**src/rtl/fp_mul_issue.sv**
```systemverilog
// Operand-issue stage ahead of the FP32 multiplier: FIFO, classify, bypass specials.
// Latency: bypass/mul_start one cycle after the head pops; mul_start spaced >= ISSUE_GAP cycles.
// Backpressure: in_ready drops when the FIFO is full; the head waits while the multiplier is busy.
module fp_mul_issue #(
    parameter int DEPTH     = 4,
    parameter int ISSUE_GAP = 4,
    parameter int TAG_W     = 4
) (
    input  logic                     clk,
    input  logic                     reset,
    input  logic                     in_valid,
    output logic                     in_ready,
    input  logic [31:0]              in_a,
    input  logic [31:0]              in_b,
    input  logic [TAG_W-1:0]         in_tag,
    output logic [31:0]              mul_a,
    output logic [31:0]              mul_b,
    output logic                     mul_start,
    output logic [TAG_W-1:0]         mul_tag,
    output logic                     bypass_valid,
    output logic [31:0]              bypass_result,
    output logic [TAG_W-1:0]         bypass_tag,
    output logic                     bypass_invalid,
    output logic [5:0]               cls_a,
    output logic [5:0]               cls_b,
    output logic [$clog2(DEPTH):0]   count,
    output logic                     busy
);
    localparam int PW = $clog2(DEPTH);
    localparam int CW = PW + 1;
    localparam int GW = $clog2(ISSUE_GAP) + 1;
    localparam logic [31:0] QNAN = 32'h7FC0_0000;

    typedef enum logic {S_IDLE, S_WAIT} state_t;

    // One-hot: [0] zero, [1] subnormal, [2] normal, [3] inf, [4] qNaN, [5] sNaN
    function automatic logic [5:0] classify(input logic [31:0] x);
        logic [5:0] c;
        c = '0;
        if (x[30:23] == 8'h00) begin
            if (x[22:0] == 23'd0) c[0] = 1'b1;
            else                  c[1] = 1'b1;
        end else if (x[30:23] == 8'hFF) begin
            if (x[22:0] == 23'd0) c[3] = 1'b1;
            else if (x[22])       c[4] = 1'b1;
            else                  c[5] = 1'b1;
        end else begin
            c[2] = 1'b1;
        end
        return c;
    endfunction

    logic [31:0]      mem_a_q   [DEPTH];
    logic [31:0]      mem_b_q   [DEPTH];
    logic [TAG_W-1:0] mem_tag_q [DEPTH];

    logic [PW-1:0]    wr_ptr_q, wr_ptr_d, rd_ptr_q, rd_ptr_d;
    logic [CW-1:0]    count_q, count_d;
    state_t           state_q, state_d;
    logic [GW-1:0]    gap_q, gap_d;
    logic [31:0]      mul_a_q, mul_a_d, mul_b_q, mul_b_d;
    logic [TAG_W-1:0] mul_tag_q, mul_tag_d;
    logic             mul_start_q, mul_start_d;
    logic             byp_vld_q, byp_vld_d;
    logic [31:0]      byp_res_q, byp_res_d;
    logic [TAG_W-1:0] byp_tag_q, byp_tag_d;
    logic             byp_inv_q, byp_inv_d;

    logic             push, pop, head_vld, head_special;
    logic [31:0]      head_a, head_b;
    logic [TAG_W-1:0] head_tag;
    logic             zero_a, zero_b, inf_a, inf_b, nan_a, nan_b, snan_any, sign;
    logic [31:0]      res_c;
    logic             inv_c;

    assign in_ready = reset && (count_q < CW'(DEPTH));
    assign push     = in_valid && in_ready;
    assign head_vld = (count_q != '0);
    assign pop      = (state_q == S_IDLE) && head_vld;

    assign head_a   = mem_a_q[rd_ptr_q];
    assign head_b   = mem_b_q[rd_ptr_q];
    assign head_tag = mem_tag_q[rd_ptr_q];

    assign cls_a = head_vld ? classify(head_a) : 6'd0;
    assign cls_b = head_vld ? classify(head_b) : 6'd0;

    assign zero_a   = cls_a[0];
    assign zero_b   = cls_b[0];
    assign inf_a    = cls_a[3];
    assign inf_b    = cls_b[3];
    assign nan_a    = cls_a[4] | cls_a[5];
    assign nan_b    = cls_b[4] | cls_b[5];
    assign snan_any = cls_a[5] | cls_b[5];
    assign sign     = head_a[31] ^ head_b[31];
    assign head_special = zero_a | zero_b | inf_a | inf_b | nan_a | nan_b;

    // NaN dominates, then inf*zero, then inf, then zero.
    always_comb begin
        res_c = {sign, 31'd0};
        inv_c = 1'b0;
        if (nan_a || nan_b) begin
            res_c = QNAN;
            inv_c = snan_any;
        end else if ((inf_a && zero_b) || (zero_a && inf_b)) begin
            res_c = QNAN;
            inv_c = 1'b1;
        end else if (inf_a || inf_b) begin
            res_c = {sign, 8'hFF, 23'd0};
        end
    end

    always_comb begin
        wr_ptr_d    = wr_ptr_q;
        rd_ptr_d    = rd_ptr_q;
        state_d     = state_q;
        gap_d       = gap_q;
        mul_a_d     = mul_a_q;
        mul_b_d     = mul_b_q;
        mul_tag_d   = mul_tag_q;
        mul_start_d = 1'b0;
        byp_vld_d   = 1'b0;
        byp_res_d   = byp_res_q;
        byp_tag_d   = byp_tag_q;
        byp_inv_d   = byp_inv_q;

        if (push) wr_ptr_d = wr_ptr_q + PW'(1);
        if (pop)  rd_ptr_d = rd_ptr_q + PW'(1);
        count_d = count_q + CW'(push) - CW'(pop);

        case (state_q)
            S_IDLE: begin
                if (pop) begin
                    if (head_special) begin
                        byp_vld_d = 1'b1;
                        byp_res_d = res_c;
                        byp_tag_d = head_tag;
                        byp_inv_d = inv_c;
                    end else begin
                        mul_a_d     = head_a;
                        mul_b_d     = head_b;
                        mul_tag_d   = head_tag;
                        mul_start_d = 1'b1;
                        gap_d       = GW'(ISSUE_GAP - 1);
                        if (ISSUE_GAP > 1) state_d = S_WAIT;
                    end
                end
            end
            S_WAIT: begin
                // Leaving on the cycle the counter reaches zero keeps starts exactly ISSUE_GAP apart.
                gap_d = gap_q - GW'(1);
                if (gap_q <= GW'(1)) state_d = S_IDLE;
            end
            default: state_d = S_IDLE;
        endcase
    end

    always_ff @(posedge clk) begin
        if (push) begin
            mem_a_q[wr_ptr_q]   <= in_a;
            mem_b_q[wr_ptr_q]   <= in_b;
            mem_tag_q[wr_ptr_q] <= in_tag;
        end
    end

    always_ff @(posedge clk or negedge reset) begin
        if (!reset) begin
            wr_ptr_q    <= '0;
            rd_ptr_q    <= '0;
            count_q     <= '0;
            state_q     <= S_IDLE;
            gap_q       <= '0;
            mul_a_q     <= '0;
            mul_b_q     <= '0;
            mul_tag_q   <= '0;
            mul_start_q <= 1'b0;
            byp_vld_q   <= 1'b0;
            byp_res_q   <= '0;
            byp_tag_q   <= '0;
            byp_inv_q   <= 1'b0;
        end else begin
            wr_ptr_q    <= wr_ptr_d;
            rd_ptr_q    <= rd_ptr_d;
            count_q     <= count_d;
            state_q     <= state_d;
            gap_q       <= gap_d;
            mul_a_q     <= mul_a_d;
            mul_b_q     <= mul_b_d;
            mul_tag_q   <= mul_tag_d;
            mul_start_q <= mul_start_d;
            byp_vld_q   <= byp_vld_d;
            byp_res_q   <= byp_res_d;
            byp_tag_q   <= byp_tag_d;
            byp_inv_q   <= byp_inv_d;
        end
    end

    assign mul_a          = mul_a_q;
    assign mul_b          = mul_b_q;
    assign mul_tag        = mul_tag_q;
    assign mul_start      = mul_start_q;
    assign bypass_valid   = byp_vld_q;
    assign bypass_result  = byp_res_q;
    assign bypass_tag     = byp_tag_q;
    assign bypass_invalid = byp_inv_q;
    assign count          = count_q;
    assign busy           = (state_q != S_IDLE) || (count_q != '0);

endmodule

```
**config.mk**
```make
export PLATFORM = sky130hd
export DESIGN_NAME = fp_mul_issue
export DESIGN_NICKNAME = d
export VERILOG_FILES = /design/src/rtl/fp_mul_issue.sv
export SDC_FILE = /design/constraint.sdc
export NUM_CORES = 1
export LEC_CHECK = 0
export BUFFER_PORTS_ARGS = -buffer_cell sky130_fd_sc_hd__buf_4
export CAP_MARGIN = 20
export CORE_UTILIZATION = 47
export DETAILED_ROUTE_END_ITERATION = 7
export PLACE_DENSITY = 0.72
export SLEW_MARGIN = 20
export SYNTH_ARGS = -nofsm -noshare
export SYNTH_HDL_FRONTEND = slang
export SYNTH_SLANG_ARGS = --single-unit
```
**constraint.sdc**
```tcl
create_clock -name clk -period 6.14 [get_ports clk]
set_input_delay 1.228 -clock clk [delete_from_list [all_inputs] [get_ports clk]]
set_output_delay 1.228 -clock clk [all_outputs]
set_load 0.01 [all_outputs]
```
==> impl_metrics.tcl <==
set metrics [dict create \
    start_util_pct 48.10 \
    remaining_drc_errors 0 \
    ys_seq_area_share_pct 72.53 \
    antenna_found_initial 0 \
    p_per_area_nw_per_um2 472.8 \
    post-route-min-period_ns 5.089 \
    grt_pass1_vias 7197 \
    die_h_um 176.6 \
    drt_iter0_drc 448 \
    r2r-start "rd_ptr_q[0]" \
    synth_compound_area_share_pct 1.187 \
    vias_per_cell 5.374 \
    period_share_pct 82.89 \
    dp_hpwl_um 18060 \
    slew_headroom_pct 33.81 \
    hp-class "register to register" \
    port_buffers 172 \
    cts_root_buf "clkbuf_16" \
    slowest_delay_ns 0.92 \
    rsz0062_at_grt "no" \
    fp-row-count 63 \
    yosys_most_used_dff "edfxtp_1" \
    diodes 0 \
    cts_hold_buf 0 \
    hold-path-cell-count 1 \
    final_area_um2 17070 \
    power_leakage_uw 0.006438 \
    ant_nets 0 \
    grt_overflow 0 \
    cts_max_path_buffers 3 \
    die_area_um2 31200 \
    synth-simple-area-share_pct 2.828 \
    reg2reg_setup_slack_ns 1.92 \
    setup_viol 0 \
    cpMaxStageDelayCell "dfrtp_4" \
    synth_cell_types 51 \
    synth_edf_count 272 \
    fp.dieW_um 176.6 \
    cts_buffers 37 \
    fillers 2239 \
    end_kind "output pin" \
    cp-start-kind "register" \
    dpl_cell_area_um2 15890 \
    drive_above_1_share_pct 41.70 \
    critPathArrivalTime_ns 3.86 \
    top_level_ports 195 \
    drtPass1Iterations 4 \
    path_class "register to output pin" \
    crit_end "cls_a[3]" \
    avgSynthCellArea_um2 21.26 \
    clock_latency_ns 0.51 \
    syn2layout_area_growth_pct 19.10 \
    core_area_um2 29800 \
    ir_drop_mv 0.3273 \
    status "completed" \
    crit_cells 6 \
    synth_top_family_by_area "multiplexers" \
    slew_viol_final 0 \
    grt_usage_pct 18.71 \
    cp_top_family "simple AND/OR/NAND/NOR gates" \
    finalHoldViolCount 0 \
    tns_ns 0 \
    netlist_area_um2 14330 \
    yosys-mux-area-fraction_pct 18.79 \
    worstPathMaxFanout 47 \
    cts_resized 0 \
    required_ns 4.91 \
    synthAdderAreaFrac_pct 0.8381 \
    vias 6890 \
    clk_pin_slew_ns 0.06 \
    drv_cap 0 \
    fin_nets 946 \
    finalClockSkew_ns 0.01583 \
    cts_sinks 361 \
    synth_xor_area_share_pct 0.4278 \
    tightestPinTransition_ns 0.9679 \
    post_cts_buffers 0 \
    grt_pass1_wl_um 43210 \
    grt_start_max_net_pins 62 \
    wl_per_cell_um 22.24 \
    clock.fmax_mhz 196.5 \
    path_buf_inv 2 \
    wl_um 28510 \
    synthArstFlopShare_pct 24.65 \
    syn-instance-count 674 \
    cts_tree "yes" \
    rr_endpoint "mul_b[1]" \
    synth_seq_cells 361 \
    startpoint "rd_ptr_q[1]" \
    reg2reg_depth 8 \
    htree_num_levels 2 \
    gp_congestion 0.8154 \
    ys.warnings.count 0 \
    path_cells "buf_4, mux4_2, nor4_1, nand4_1, nor4_1, buf_4" \
]
==> cell type report <==
type / count / area (µm²) / share of cell area [%]
tap: 390 / 488.0 / 2.859
clock inverter: 17 / 203.9 / 1.195
sequential: 361 / 10400 / 60.94
inverter: 12 / 45.04 / 0.2639
clock buffer: 48 / 977.2 / 5.725
timing repair buffer: 185 / 1401 / 8.209
multi-input combinational: 269 / 3552 / 20.81
==> sequential cells by signal, summed over array words and instances, names as in the netlist, 4 cells and up <==
name and count:
mem_tag_q 16, bypass_tag 4, mul_tag 4, mul_a 32
mem_a_q 128, mem_b_q 128, mul_b 32
==> per-stage QoR <==
stage	setup WS, ns	utilization [%]	power (µW)	cells	hold slack, ns
floorplan	2.305	-	5093	695	0.4729
global placement	1.599	53.33	5894	1217	0.4882
detailed placement	1.562	53.33	5942	1217	0.4976
CTS	1.024	57.29	8163	1282	0.5108
global route	0.7276	57.29	8441	1282	0.5339
finish	1.051	57.29	8070	1282	0.5062
==> synthesized netlist by cell type, types with 2 or more instances <==
cell type	n	area, µm²
buf_6	8	90.09
o21a_1	2	15.01
and2_1	3	18.77
buf_4	32	240.2
or2_2	3	18.77
mux2_4	68	1021
clkbuf_1	3	11.26
and4_1	2	17.52
or4_1	2	15.01
dfrtp_1	89	2227
inv_1	12	45.04
nor2b_1	2	12.51
o21ai_0	3	15.01
mux4_1	17	446.7
mux2_2	5	56.30
xnor2_1	4	35.03
a21oi_1	2	10.01
buf_2	6	30.03
mux4_2	51	1149
nand2_1	8	30.03
edfxtp_1	272	8168
buf_12	3	60.06
nor2_1	10	37.54
mux2i_1	2	20.02
nor4_1	14	87.58
and3_1	6	37.54
xor2_1	3	26.28
nor3_1	5	25.02
o211ai_1	2	15.01
nand4_1	7	43.79
ha_1	8	100.1
==> routing by layer <==
metal	wire length, µm	share of wire [%]	vias up	track usage (%)
met5	0	0	-	0
met4	548	1.9	0	5.136
met3	2098	7.4	47	4.682
met2	13940	49	271	30.38
met1	11920	42	3529	25.20
li1	-	-	3043	-
==> cell families after synthesis <==
| group | Yosys count |
|---|---|
| AOI/OAI and AO/OA | 21 |
| xor gates and xnor gates | 7 |
| adders and majority gates | 9 |
| buffers and inverters | 65 |
| DFF | 361 |
| muxes | 143 |
| other | 1 |
| and+or+nand+nor | 67 |
==> cell usage in the layout, fill, tap and decap left out, types with 2 or more instances in the layout <==
cell type and n:
edfxtp_1 272, buf_4 184, dfrtp_1 87, mux2_4 68, mux4_2 51, clkbuf_16 37
conb_1 22, mux4_1 17, nor4_1 14, inv_1 12, nor2_1 10, clkbuf_1 10
nand2_1 8, ha_1 8, nand4_1 7, clkinv_1 7, nor3_1 5, mux2_2 5
bufinv_16 5, xnor2_1 4, and3_4 4, clkinv_2 4, or2_2 3, o21ai_0 3
and2_1 3, xor2_1 3, or4_1 2, nor2b_1 2, and4_1 2, and3_1 2
a21oi_1 2, o21a_1 2, o211ai_1 2, mux2i_1 2, dfrtp_4 2
==> report_power, final <==
group | switching (µW) | internal, µW
clock network | 879 | 1330
logic | 1010 | 1390
registers | 389 | 3070
total | 2270 | 5800
==> worst min path at each step <==
stage	slack, ns	end	startpoint
finish	0.51	bypass_tag[1]	bypass_tag[1]
global route	0.53	bypass_result[22]	bypass_result[22]
CTS	0.51	bypass_tag[1]	bypass_tag[1]
detailed placement	0.50	bypass_tag[1]	bypass_tag[1]
global placement	0.49	gap_q[1]	gap_q[1]
floorplan	0.47	gap_q[1]	gap_q[1]
Note: power is estimated with default switching activity, not from simulation.
